===== src/rtl/johnson_pkg.sv =====
// Shared Johnson counter definitions: default width, derived sizes, next-state function.
// No latency (package only); no backpressure.
package johnson_pkg;

    localparam int DEF_WIDTH = 4;
    localparam int MAX_WIDTH = 16;

    function automatic int seq_len(input int w);
        return 2 * w;
    endfunction

    function automatic int phase_w(input int w);
        return $clog2(2 * w);
    endfunction

    // Shift left and feed the inverted MSB back into bit 0; bits at or above w stay zero.
    function automatic logic [MAX_WIDTH-1:0] next_state(input logic [MAX_WIDTH-1:0] s,
                                                         input int w);
        logic [MAX_WIDTH-1:0] r;
        r = '0;
        for (int i = 1; i < MAX_WIDTH; i++) begin
            if (i < w) r[i] = s[i-1];
        end
        r[0] = ~s[w-1];
        return r;
    endfunction

endpackage


===== src/rtl/johnson_decode.sv =====
// Maps a counter state to {legal, phase, wrap}.
// Purely combinational, zero latency; no backpressure.
module johnson_decode
    import johnson_pkg::*;
#(
    parameter  int WIDTH   = DEF_WIDTH,
    localparam int SEQ_LEN = seq_len(WIDTH),
    localparam int PHASE_W = phase_w(WIDTH)
) (
    input  logic [WIDTH-1:0]   state,
    output logic               legal,
    output logic [PHASE_W-1:0] phase,
    output logic               wrap
);

    logic [WIDTH-1:0] inv;
    logic             lsb_packed;
    logic             msb_packed;
    int               ones;

    assign inv = ~state;

    // A run of ones starting at bit 0 has no bit in common with its own increment.
    assign lsb_packed = ((state & (state + 1'b1)) == '0);
    assign msb_packed = ((inv & (inv + 1'b1)) == '0);
    assign legal      = lsb_packed | msb_packed;

    always_comb begin
        ones  = $countones(state);
        phase = '0;
        if (lsb_packed) begin
            phase = PHASE_W'(ones);
        end else if (msb_packed) begin
            phase = PHASE_W'(2 * WIDTH - ones);
        end
    end

    assign wrap = legal && (phase == PHASE_W'(SEQ_LEN - 1));

endmodule


===== src/rtl/johnson_counter.sv =====
// Self-correcting Johnson counter with phase index, wrap and illegal-state flag.
// data_out/illegal registered (1 edge); phase/wrap combinational; no backpressure, advances every edge.
module johnson_counter
    import johnson_pkg::*;
#(
    parameter  int WIDTH   = DEF_WIDTH,
    localparam int PHASE_W = phase_w(WIDTH)
) (
    input  logic               clk,
    input  logic               reset,
    output logic [WIDTH-1:0]   data_out,
    output logic [PHASE_W-1:0] phase,
    output logic               wrap,
    output logic               illegal
);

    logic                 legal;
    logic [MAX_WIDTH-1:0] nxt_full;
    logic                 nxt_unused;

    assign nxt_full   = next_state(MAX_WIDTH'(data_out), WIDTH);
    assign nxt_unused = ^nxt_full;

    johnson_decode #(
        .WIDTH (WIDTH)
    ) u_decode (
        .state (data_out),
        .legal (legal),
        .phase (phase),
        .wrap  (wrap)
    );

    // An illegal state is dropped straight back to zero rather than walked out of.
    always_ff @(posedge clk or negedge reset) begin
        if (!reset) begin
            data_out <= '0;
            illegal  <= 1'b0;
        end else if (!legal) begin
            data_out <= '0;
            illegal  <= 1'b1;
        end else begin
            data_out <= nxt_full[WIDTH-1:0];
            illegal  <= 1'b0;
        end
    end

endmodule


===== config.mk =====
export PLATFORM = sky130hd
export DESIGN_NAME = johnson_counter
export DESIGN_NICKNAME = d
export VERILOG_FILES = /design/src/rtl/johnson_pkg.sv /design/src/rtl/johnson_decode.sv /design/src/rtl/johnson_counter.sv
export SDC_FILE = /design/constraint.sdc
export NUM_CORES = 1
export LEC_CHECK = 0
export CAP_MARGIN = 20
export CORE_AREA = 4 4 41 43
export DETAILED_ROUTE_END_ITERATION = 6
export DIE_AREA = 0 0 45 47
export HOLD_SLACK_MARGIN = 0.03
export PLACE_DENSITY = 0.56
export SETUP_SLACK_MARGIN = 0.05
export SLEW_MARGIN = 10
export SYNTH_ARGS = -nofsm -noshare
export SYNTH_HDL_FRONTEND = slang
export SYNTH_SLANG_ARGS = --single-unit
export TNS_END_PERCENT = 30

===== constraint.sdc =====
create_clock -name clk -period 4.2 [get_ports clk]
set_input_delay 0.84 -clock clk [delete_from_list [all_inputs] [get_ports clk]]
set_output_delay 0.84 -clock clk [all_outputs]
set_load 0.02 [all_outputs]

* After elaboration in Yosys (flattened, before gate mapping) *
Index checks and enable logic that the tools add are counted.

cells by class
  add/subtract/negate cells = 6
  bitwise logic cells = 5
  mux-type cells = 4
  eq/ne operators = 1
  reductions and logical operators = 3

operators with widths
  cell                                             number
  adder 4 x 1 -> 4 bit, second input constant      2
  bitwise AND 4 bit                                2
  logical NOT 4 bit                                2
  two-way mux 3 bit                                2
  adder 1 x 1 -> 2 bit                             2
  two-way mux 4 bit                                1
  inverter 4 bit                                   1
  adder 3 bit                                      1
  == test 3 bit, second input constant             1
  subtractor 1 x 3 -> 3 bit, first input constant  1
  logical AND 1 bit                                1
  two-way mux 1 bit                                1
  inverter 1 bit                                   1
  OR 1 bit                                         1

word-level totals
  output and inout port bits = 9
  input bits = 2
  bits in registers = 5
  word-level logic and storage cells = 21

* Longest topological paths before layout *
  word-level depth = 8
  gate-level depth with buffers = 8
  mapped depth without buffers = 8

* Hierarchy *
From an unflattened synthesis, not the netlist that was laid out.

second synthesis, totals
  cell total of the unflattened synthesis = 41
  area total of the unflattened synthesis = 409.1 um2

modules (own cells, without submodules)
  module           area each (um2)  cells an instance  times used  sequential area each (um2)
  johnson_decode   252.7            31                 1           0.0
  johnson_counter  156.4            10                 1           125.1

* Worst setup path after synthesis *
Ideal clock, no wire load.

  path kind = reg-to-output
  start point = register data_out[0]
  end point = output wrap
  buffers on the path = 0
  slack = 0.843 ns
  stages on the path, launching flop included = 9
  data arrival time = 2.517 ns
  required time = 3.360 ns
  cells stage by stage = dfrtp_1 > inv_1 > ha_1 > ha_1 > fa_1 > inv_1 > ha_1 > nand2_1 > o41ai_2

on the way
  word-level cells in the longest chain between the ends = 8
  elaborated cells between the ends (all ways) = 15
  those cells by class = 5 x add/sub; 1 x eq/ne; 2 x mux; 4 x bitwise; 3 x reduce/logical

RTL lines
  item                                                                 line                   RTL
  from (decl)                                                          johnson_counter.sv:11  output logic [WIDTH-1:0] data_out,
  from (signal assigned)                                               johnson_counter.sv:42  data_out <= nxt_full[WIDTH-1:0];
  parallel branches: the longest is 7 deep, another holds adder 3 bit  --
  logical AND 1 bit *                                                  johnson_decode.sv:38   assign wrap = legal && (phase == PHASE_W'(SEQ_LEN - 1));
  to (decl)                                                            johnson_counter.sv:13  output logic wrap,

Every way passes the cells marked *.

* Worst setup path after layout *
  start point = register data_out[0]
  end point = output phase[2]

on the way
  word-level cells in the longest chain between the ends = 6
  elaborated cells between the ends (all ways) = 12
  those cells by class = 5 x add/sub; 2 x mux; 3 x bitwise; 2 x reduce/logical

RTL lines
  item                                                                 line                   RTL
  parallel branches: the longest is 5 deep, another holds adder 3 bit  --
  two-way mux 3 bit *                                                  johnson_decode.sv:31   if (lsb_packed) begin
  to (decl)                                                            johnson_counter.sv:12  output logic [PHASE_W-1:0] phase,

Marks and branches as above.

==> impl_metrics.py <==
metrics = {
    "finish": {
        "syn2layout_area_growth_pct": 36.88,
        "fin_nets": 63,
        "layout.cells.non_filler": 67,
        "final_cell_mix": "9 x clkdlybuf4s50_1, 7 x ha_1, 6 x inv_1, 5 x dfrtp_1, 4 x nor2_1",
        "n_antenna_cell": 0,
        "drive_above_1_share_pct": 15.38,
        "final_common_cell": "clkdlybuf4s50_1",
    },
    "clocking": {
        "clock-sinks": 5,
        "tritoncts": "done",
        "hold_buffers": 0,
        "clockBufferDepth": 2,
        "numCtsBuffers": 3,
        "clk_latency_ns": 0.24,
        "path_clk_slew_ns": 0.04,
        "ctsRootBufferMaster": "clkbuf_4",
        "htreeDepth": 1,
    },
    "synthesis": {
        "syn_avg_cell_area_sq_um": 10.54,
        "synth.distinct_cells": 18,
        "synth_area_leaders": "dfrtp_1 31%, ha_1 22%, a221oi_4 6.6%",
        "synth_seq_cells": 5,
        "syn_area_sq_um": 400.4,
        "synth_nets": 48,
        "yosys.area.top_type": "dfrtp_1",
        "synth.top_cell.area_share_pct": 31.25,
        "yosysWarnings": 0,
        "ys_seq_area_share_pct": 31.25,
        "synthCells": 38,
    },
    "floorplanning": {
        "die_width_microns": 45,
        "core_sq_um": 1301,
        "die_h_microns": 47,
        "initial_core_util_pct": 30.77,
        "fp-row-count": 13,
        "dieArea_sq_um": 2115,
        "pin_count": 11,
    },
    "placed_design": {
        "gp_congestion": 0.7430,
        "port_buffers": 10,
        "placedCellCount": 63,
        "place_hpwl_microns": 624.4,
    },
    "global_route": {
        "grt_util_met3_pct": 5.747,
        "busiest_layer": "met1",
        "grt_pass1_wl_microns": 1269,
        "track_usage_pct": 8.512,
        "antenna_found_initial": 0,
        "first_global_vias": 280,
        "grt_overflow": 0,
        "grt_use_met1_pct": 12.30,
        "grtUsageMet2_pct": 11.02,
        "grt_start_max_net_pins": 8,
    },
    "routing": {
        "wl_per_cell_microns": 11.88,
        "antenna_left": 0,
        "drc": 0,
        "routed_via_density": 4.657,
        "drtPass1Iterations": 2,
        "vias": 312,
        "routed_wl_microns": 796,
        "first_iter_violations": 3,
    },
    "power_and_ir_drop": {
        "ir_worst_vdd_mv": 0.2037,
        "p_leak_nw": 0.3020,
        "p_per_area_nw_per_um2": 191.7,
    },
    "worst_setup_path": {
        "critPathLaunchType": "flop",
        "reg2reg_slack_ns": 2.66,
        "arrival_ns": 3.07,
        "required_ns": 3.36,
        "endpoint": "phase[2]",
        "critPathKind": "flop to primary output",
        "cp_max_fo": 6,
        "r2r_cells": 5,
        "rr_startpoint": "data_out[0]$_DFF_PN0_",
        "cp-end-kind": "primary output",
        "worst_r2r_endpoint": "data_out[3]$_DFF_PN0_",
        "crit_start": "data_out[0]$_DFF_PN0_",
    },
    "timing": {
        "fin_crit_ns": 3.914,
        "hold_violations": 0,
        "setup_violations": 0,
        "fin_hold_ws_ns": 0.5889,
        "relSlewSlack_pct": 73.22,
        "slew_viol_final": 0,
        "worst_pin_slew_ns": 0.4018,
        "rsz0062_at_grt": "false",
        "period_share_pct": 93.19,
        "max_freq_mhz": 255.5,
        "fin_worst_skew_ns": 0.002970,
        "finalSetupTns_ns": 0,
    },
    "run": {
        "drv_cap": 0,
    },
    "status": {
        "outcome": "finished clean",
    },
    "worst_hold_path": {
        "hp-class": "flop to flop",
    },
}
==> worst min-delay path by stage <==
| stage | depth (start not counted) | end | from | slack, ns |
|---|---|---|---|---|
| 6_report | 1 | data_out[0]$_DFF_PN0_ | data_out[3]$_DFF_PN0_ | 0.59 |
| 5_1_grt | 1 | data_out[0]$_DFF_PN0_ | data_out[3]$_DFF_PN0_ | 0.64 |
| 4_1_cts | 1 | data_out[0]$_DFF_PN0_ | data_out[3]$_DFF_PN0_ | 0.60 |
| 3_5_place_dp | 1 | data_out[0]$_DFF_PN0_ | data_out[3]$_DFF_PN0_ | 0.58 |
| 3_3_place_gp | 1 | data_out[0]$_DFF_PN0_ | data_out[3]$_DFF_PN0_ | 0.59 |
| 2_1_floorplan | 0 | data_out[0]$_DFF_PN0_ | reset | 0.54 |
==> per-layer routing <==
layer  part of all wire [%]  vias up
met4                      0        0
met1                     48      141
li1                       -      158
met2                     41       13
met5                      0        -
met3                     11        0
==> critical path: stages, from the launching register on <==
cell	delay, ns
dfrtp_1	0.45
inv_1	0.12
ha_1	0.32
ha_1	0.20
fa_1	0.53
inv_1	0.06
ha_1	0.23
nor3_1	0.20
a22o_1	0.15
clkdlybuf4s50_1	0.59
==> cell usage after synthesis <==
library cell / count
nand4_1: 1
nand2_1: 2
inv_1: 6
fa_1: 1
xor2_1: 1
nor2_2: 1
a22o_1: 1
nand3_2: 1
dfrtp_1: 5
nor2b_1: 1
o221a_2: 1
nor3_1: 2
o21ai_0: 1
o41ai_2: 1
ha_1: 7
a21o_1: 1
nor2_1: 4
a221oi_4: 1
==> final cells by class <==
type | instances | area [sq um]
Inverter | 6 | 22.52
Clock buffer | 4 | 26.28
Timing Repair Buffer | 10 | 102.6
Tap cell | 15 | 18.77
Multi-Input combinational cell | 27 | 252.7
Sequential cell | 5 | 125.1
Fill cell | 136 | 753.2
==> sequential cells by signal, summed over array words and instances, names as in the netlist <==
register	cells
illegal	1
data_out	4
==> through the flow <==
| step | total power, mW | instance area [sq um] | utilization [%] | setup WS [ns] |
|---|---|---|---|---|
| 2_1_floorplan | 0.04907 | 400.4 | - | 0.8426 |
| 3_3_place_gp | 0.05078 | 519.2 | 39.90 | 0.4510 |
| 3_5_place_dp | 0.05081 | 519.2 | 39.90 | 0.4435 |
| 4_1_cts | 0.1062 | 545.5 | 41.92 | 0.1764 |
| 5_1_grt | 0.1104 | 548.0 | 42.12 | 0.1149 |
| 6_report | 0.1051 | 548.0 | 42.12 | 0.2861 |
==> where the power goes <==
part	internal (mW)	switching (mW)	total (mW)
Sequential	0.0484	0	0.0484
Clock	0.0359	0.0192	0.0550
Combinational	0.000828	0.000822	0.00165
==> kinds of logic (layout without fill, tap and decap cells) <==
group           count (synthesis)  after routing  share of synthesized area, %
flops                           5              5                         31.25
buf+inv                         6             20                         5.625
xor+xnor                        1              1                         2.188
fa+ha+maj                       8              8                         26.87
simple gates                   12             12                         15.32
compound gates                  6              6                         18.75
==> repair_timing <==
| action | 4_1_cts | 5_1_grt |
|---|---|---|
| buffers inserted | 0 | 0 |
| resized for setup | 0 | 1 |
| endpoints found under the setup margin | 0 | 1 |
Power figures use the tool's default switching activity.
==> patch 1 (config.mk and constraints unchanged) <==
Make the reset (`reset`) synchronous in one clocked block.
--- a/src/rtl/johnson_counter.sv
+++ b/src/rtl/johnson_counter.sv
@@ -31,7 +31,7 @@
     );
 
     // An illegal state is dropped straight back to zero rather than walked out of.
-    always_ff @(posedge clk or negedge reset) begin
+    always_ff @(posedge clk) begin
         if (!reset) begin
             data_out <= '0;
             illegal  <= 1'b0;
Formal check against the unedited RTL: differs if reset is asserted again (counterexample within 4 cycles, from zero or initial values and one cycle with reset low); with reset held inactive, the same outputs for 10 cycles.
==> patch 1 against the original RTL <==
Count of clock-buffer cells in the layout is the same; synthesized area grew 1.9%; highest routed layer unchanged; critical path depth did not move; wire length fell by 6.9%; sequential cell count unchanged; worst setup slack got worse by 23 ps; clock skew decreased by 1.2 ps; final area fell by 1.8%.
Power is not compared: it rests on default switching activity, and its combinational part moved more than twofold at a synthesized area within 25%.
==> patch 1: results (changes against the original RTL) <==
- The internal reg-to-reg setup slack was 2500 ps (-160 ps).
- The share of final layout cell area taken by clock buffers and inverters was 4.884% (+0.089 points).
- The critical-path maximum fanout came to 7 (+1).
- The path class of the tightest hold or removal check is reg2reg.
- The worst setup timing slack at the placement stage is 511.8 ps (+68.30 ps).
- The tree is rooted in a clkbuf_4.
- The proportion of cell area occupied by multi-input gates is 48.14% (+2.0 points).
- The number of DRC violations after detailed-routing iteration 0 was 7 (+4).
- The via-per-instance ratio is 4.549 (-2.3%).
- The summed instance area of the synthesized netlist was 407.9 µm² (+1.9%).
- The end of the worst hold path is data_out[1].
- The total routed wirelength is 741 µm (-6.9%).
- The run finished with clean final reports.
- The endpoint of the worst register-to-register path is data_out[3].
- The number of different library cells in the post-synthesis netlist is 22 (+4).
- The worst setup path startpoint is data_out[0].
- The arrival time at the worst endpoint is 3100 ps (+30 ps).
- The number of nets at the end of the flow is 67 (+6.3%).
- The wire length of the first global-routing pass is 1276 µm (+0.55%).
- In the synthesized netlist, the cells that appear most often are ha_1, inv_1, dfxtp_1.
- In this design, the largest share of critical-path delay is due to adder cells.
- The final period demand of the worst path came to 3937 ps (+22.86 ps).
- In the post-synthesis netlist, the biggest area contributors are dfxtp_1, ha_1, inv_1.
- The sequential element share of the synthesized area is 24.54% (-6.7 points).
- The hold slack is 563.8 ps (-25.10 ps).
- The async set-or-reset flop fraction in the synthesized netlist is 0% (-100 points).
- The count of plain and timing-repair buffers in the layout is 11 (+1).
- The count of inverters other than clock inverters in the layout is 7 (+1).
- The slew at the pin closest to its max-slew limit came to 502.3 ps (+100.6 ps).
- In this run the most critical hold path is launched from data_out[0].
- The number of detailed-routing iterations run before antenna repair is 3 (+1).
- The count of input and output buffers is 10 (unchanged).
- The post-place instance area is 511.7 µm² (-1.4%).
- The final-layout fill cell count is 146 (+7.4%).
- The via count of the first global-routing pass is 293 (+4.6%).
- The finished layout cell area was 538.0 µm² (-1.8%).
- The number of cells produced by synthesis was 44 (+16%).
- The number of multi-input logic gates is 29 (+7.4%).
- The fraction of area in registers is 18.60% (-4.2 points).
- The routability-driven placement congestion ratio came to 0.7030 (-5.4%).
- The post-CTS repair timing setup buffer count is 0 (unchanged).
- The relative area of non-clock buffer cells in the final design was 20.00% (+1.3 points).
- The share of cells above drive strength 1 is 17.86% (+2.5 points).
- The largest incremental delay on the critical path was 640 ps (+50 ps).
- The clock latency at the later pin of the worst-skew pair is 240 ps (about the same).
- dfxtp_1 takes more of the synthesized area than any other cell.
- The highest ir drop seen on vdd is 0.2241 mV.
- Following the worst setup path forward leads to its endpoint at wrap.
- The clock skew is 1.782 ps (-1.188 ps).
- The overall track demand over capacity in global routing is 9.098% (+0.59 points).
- The net count after synthesis is 54 (+13%).
- The detailed-placement wirelength estimate came to 600 µm (-3.9%).
- The detailed-route via count is 323 (+3.5%).
## patch 1: cell count changes after synthesis, moves of 2 or more
cell | unedited run | this run
and3_1 | 0 | 3
nor2_1 | 4 | 2
dfxtp_1 | 0 | 5
buf_4 | 0 | 3
dfrtp_1 | 5 | 0
## patch 1: cells by family after synthesis
group,share of synthesized area [%]
buf+inv,11.96
xor+xnor,2.148
simple gates,18.72
fa+ha+maj,26.38
flops,24.54
compound gates,16.26
## patch 1: power by group through the flow
stage               combinational, W  clock [W]  sequential, W
floorplan                  0.0000680          0      0.0000602
global placement            0.000101          0      0.0000584
detailed placement          0.000101          0      0.0000587
CTS                         0.000102  0.0000570      0.0000579
global route                0.000112  0.0000639      0.0000588
finish                      0.000100  0.0000549      0.0000578
## patch 1: layer usage
layer  part of all wire (%)  GRT usage (%)  vias up  wire (µm)
met5                      0              0        -          0
met4                      0          3.509        0          0
met3                    5.4          6.897        0         40
met2                     49          12.43        7        360
met1                     46          10.73      144        340
li1                       -              -      172          -
==> patch 2 (same settings) <==
Made on the original files. The package constant `DEF_WIDTH` goes from 4 to 5.
--- a/src/rtl/johnson_pkg.sv
+++ b/src/rtl/johnson_pkg.sv
@@ -2,7 +2,7 @@
 // No latency (package only); no backpressure.
 package johnson_pkg;
 
-    localparam int DEF_WIDTH = 4;
+    localparam int DEF_WIDTH = 5;
     localparam int MAX_WIDTH = 16;
 
     function automatic int seq_len(input int w);
Interface: changed (resized data_out and phase); port bits go from 11 to 13. No check against the original RTL was run, so the function may have changed too.
==> patch 2 against the original RTL <==
Clock skew increased by 5.3 ps; final cell count increased by 24%; sequential cell count is 1 higher; total power is 7.3% higher; wire length grew 33%; combinational power rose by 11%; sequential power up 20%; worst setup slack worse by 140 ps; synthesized area is 26% higher; via count increased by 29%; final area is 22% higher; critical path type unchanged; highest routed layer unchanged.
==> patch 2: results (changes against the original RTL) <==
- The final-layout fill cell count came to 125 (-8.1%).
- The net count after synthesis came to 65 (+35%).
- The slew at the pin closest to its max-slew limit was 488.8 ps (+86.98 ps).
- In the final layout, the registers with the most flip-flops are data_out: 5 flops, illegal: 1 flops.
- The clock skew is 8.241 ps (+5.271 ps).
- The final period demand of the worst path is 4050 ps (+136.5 ps).
- The number of different library cells in the post-synthesis netlist is 17 (-1).
- The worst setup timing slack at the placement stage is 320.5 ps (-123.0 ps).
- The instance count after placement with tap cells included is 80 (+27%).
- Ranked by instance count, the synthesized netlist is headed by inv_1, ha_1, nor2_1.
- The sequential element share of the synthesized area is 29.78% (-1.5 points).
- The via count of the first global-routing pass is 430 (+54%).
- The standby leakage power is 0.3388 nW (+12%).
- The depth of the worst register-to-register path is 6 (+1).
- The mean instance size in the synthesized netlist came to 9.514 µm² (-9.7%).
- The post-place instance area is 643.1 µm² (+24%).
- The total routed wirelength is 1061 µm (+33%).
- The run finished with clean final reports.
- The power share of the sequential group was 51.4% (+5.4 points).
- The count of input and output buffers is 12 (+2).
- The arrival time at the worst endpoint is 3210 ps (+140 ps).
- The detailed-placement wirelength estimate is 895 µm (+43%).
- The detailed-route via count is 403 (+29%).
- The worst hold path begins at data_out[4].
- The switching fraction of total power was 19.18% (+0.15 points).
- The share of cells above drive strength 1 is 10.29% (-5.1 points).
- The critical-path maximum fanout is 5 (-1).
- The number of DRC violations after detailed-routing iteration 0 is 2 (-1).
- The largest incremental delay on the critical path was 630 ps (+40 ps).
- The routability-driven placement congestion ratio came to 0.7447 (+0.23%).
- The number of nets at the end of the flow is 82 (+30%).
- The power consumed by combinational cells is 0.00000183 W (+11%).
- The endpoint of the worst register-to-register path is data_out[4].
-- patch 2: worst max path at each step --
stage                start  endpoint  cells after the start
2_1_floorplan  data_out[3]  phase[2]                     10
3_3_place_gp   data_out[3]      wrap                     10
3_5_place_dp   data_out[3]      wrap                     10
4_1_cts        data_out[3]  phase[2]                     11
5_1_grt        data_out[3]  phase[1]                      9
6_report       data_out[3]  phase[1]                      9
-- patch 2: stage by stage --
step                      total power, W  util, %  hold WS (ps)
after floorplan               0.00005888        -         544.4
after global placement        0.00006079    49.42         519.0
after detailed placement      0.00006080    49.42         516.0
after CTS                      0.0001161    51.06         533.6
after global routing           0.0001192    51.25         577.1
final                          0.0001128    51.25         532.0
-- patch 2: layout make-up --
class	instances	area share [%]
flip-flops and latches	6	22.51
clock buffers	3	3.377
repair buffers	12	18.20
multi-input cells	35	46.34
inverters	12	6.754
well taps	15	2.814
-- patch 2: timing repair --
action | in CTS | in global routing
endpoints found under the setup margin | 1 | 2
buffers inserted | 0 | 0
gates resized for setup | 1 | 1
-- patch 2: logic make-up after synthesis --
group,after synthesis,synth area share [%]
buf+inv,12,8.932
fa+ha+maj,10,27.79
compound gates,9,17.37
simple gates,16,16.13
flops,6,29.78
-- patch 2: per-layer routing --
| layer | global-route usage [%] | up-vias | wire (µm) |
|---|---|---|---|
| met3 | 6.897 | 0 | 59 |
| li1 | - | 206 | - |
| met2 | 19.49 | 7 | 518 |
| met5 | 0 | - | 0 |
| met4 | 3.509 | 0 | 0 |
| met1 | 14.88 | 190 | 483 |
-- patch 2: critical path, delay by kind of cell (launching register included) --
kind / cells / cell delay (ps)
flops: 1 / 420
fa+ha+maj: 4 / 1550
buf+inv: 4 / 880
compound gates: 1 / 120
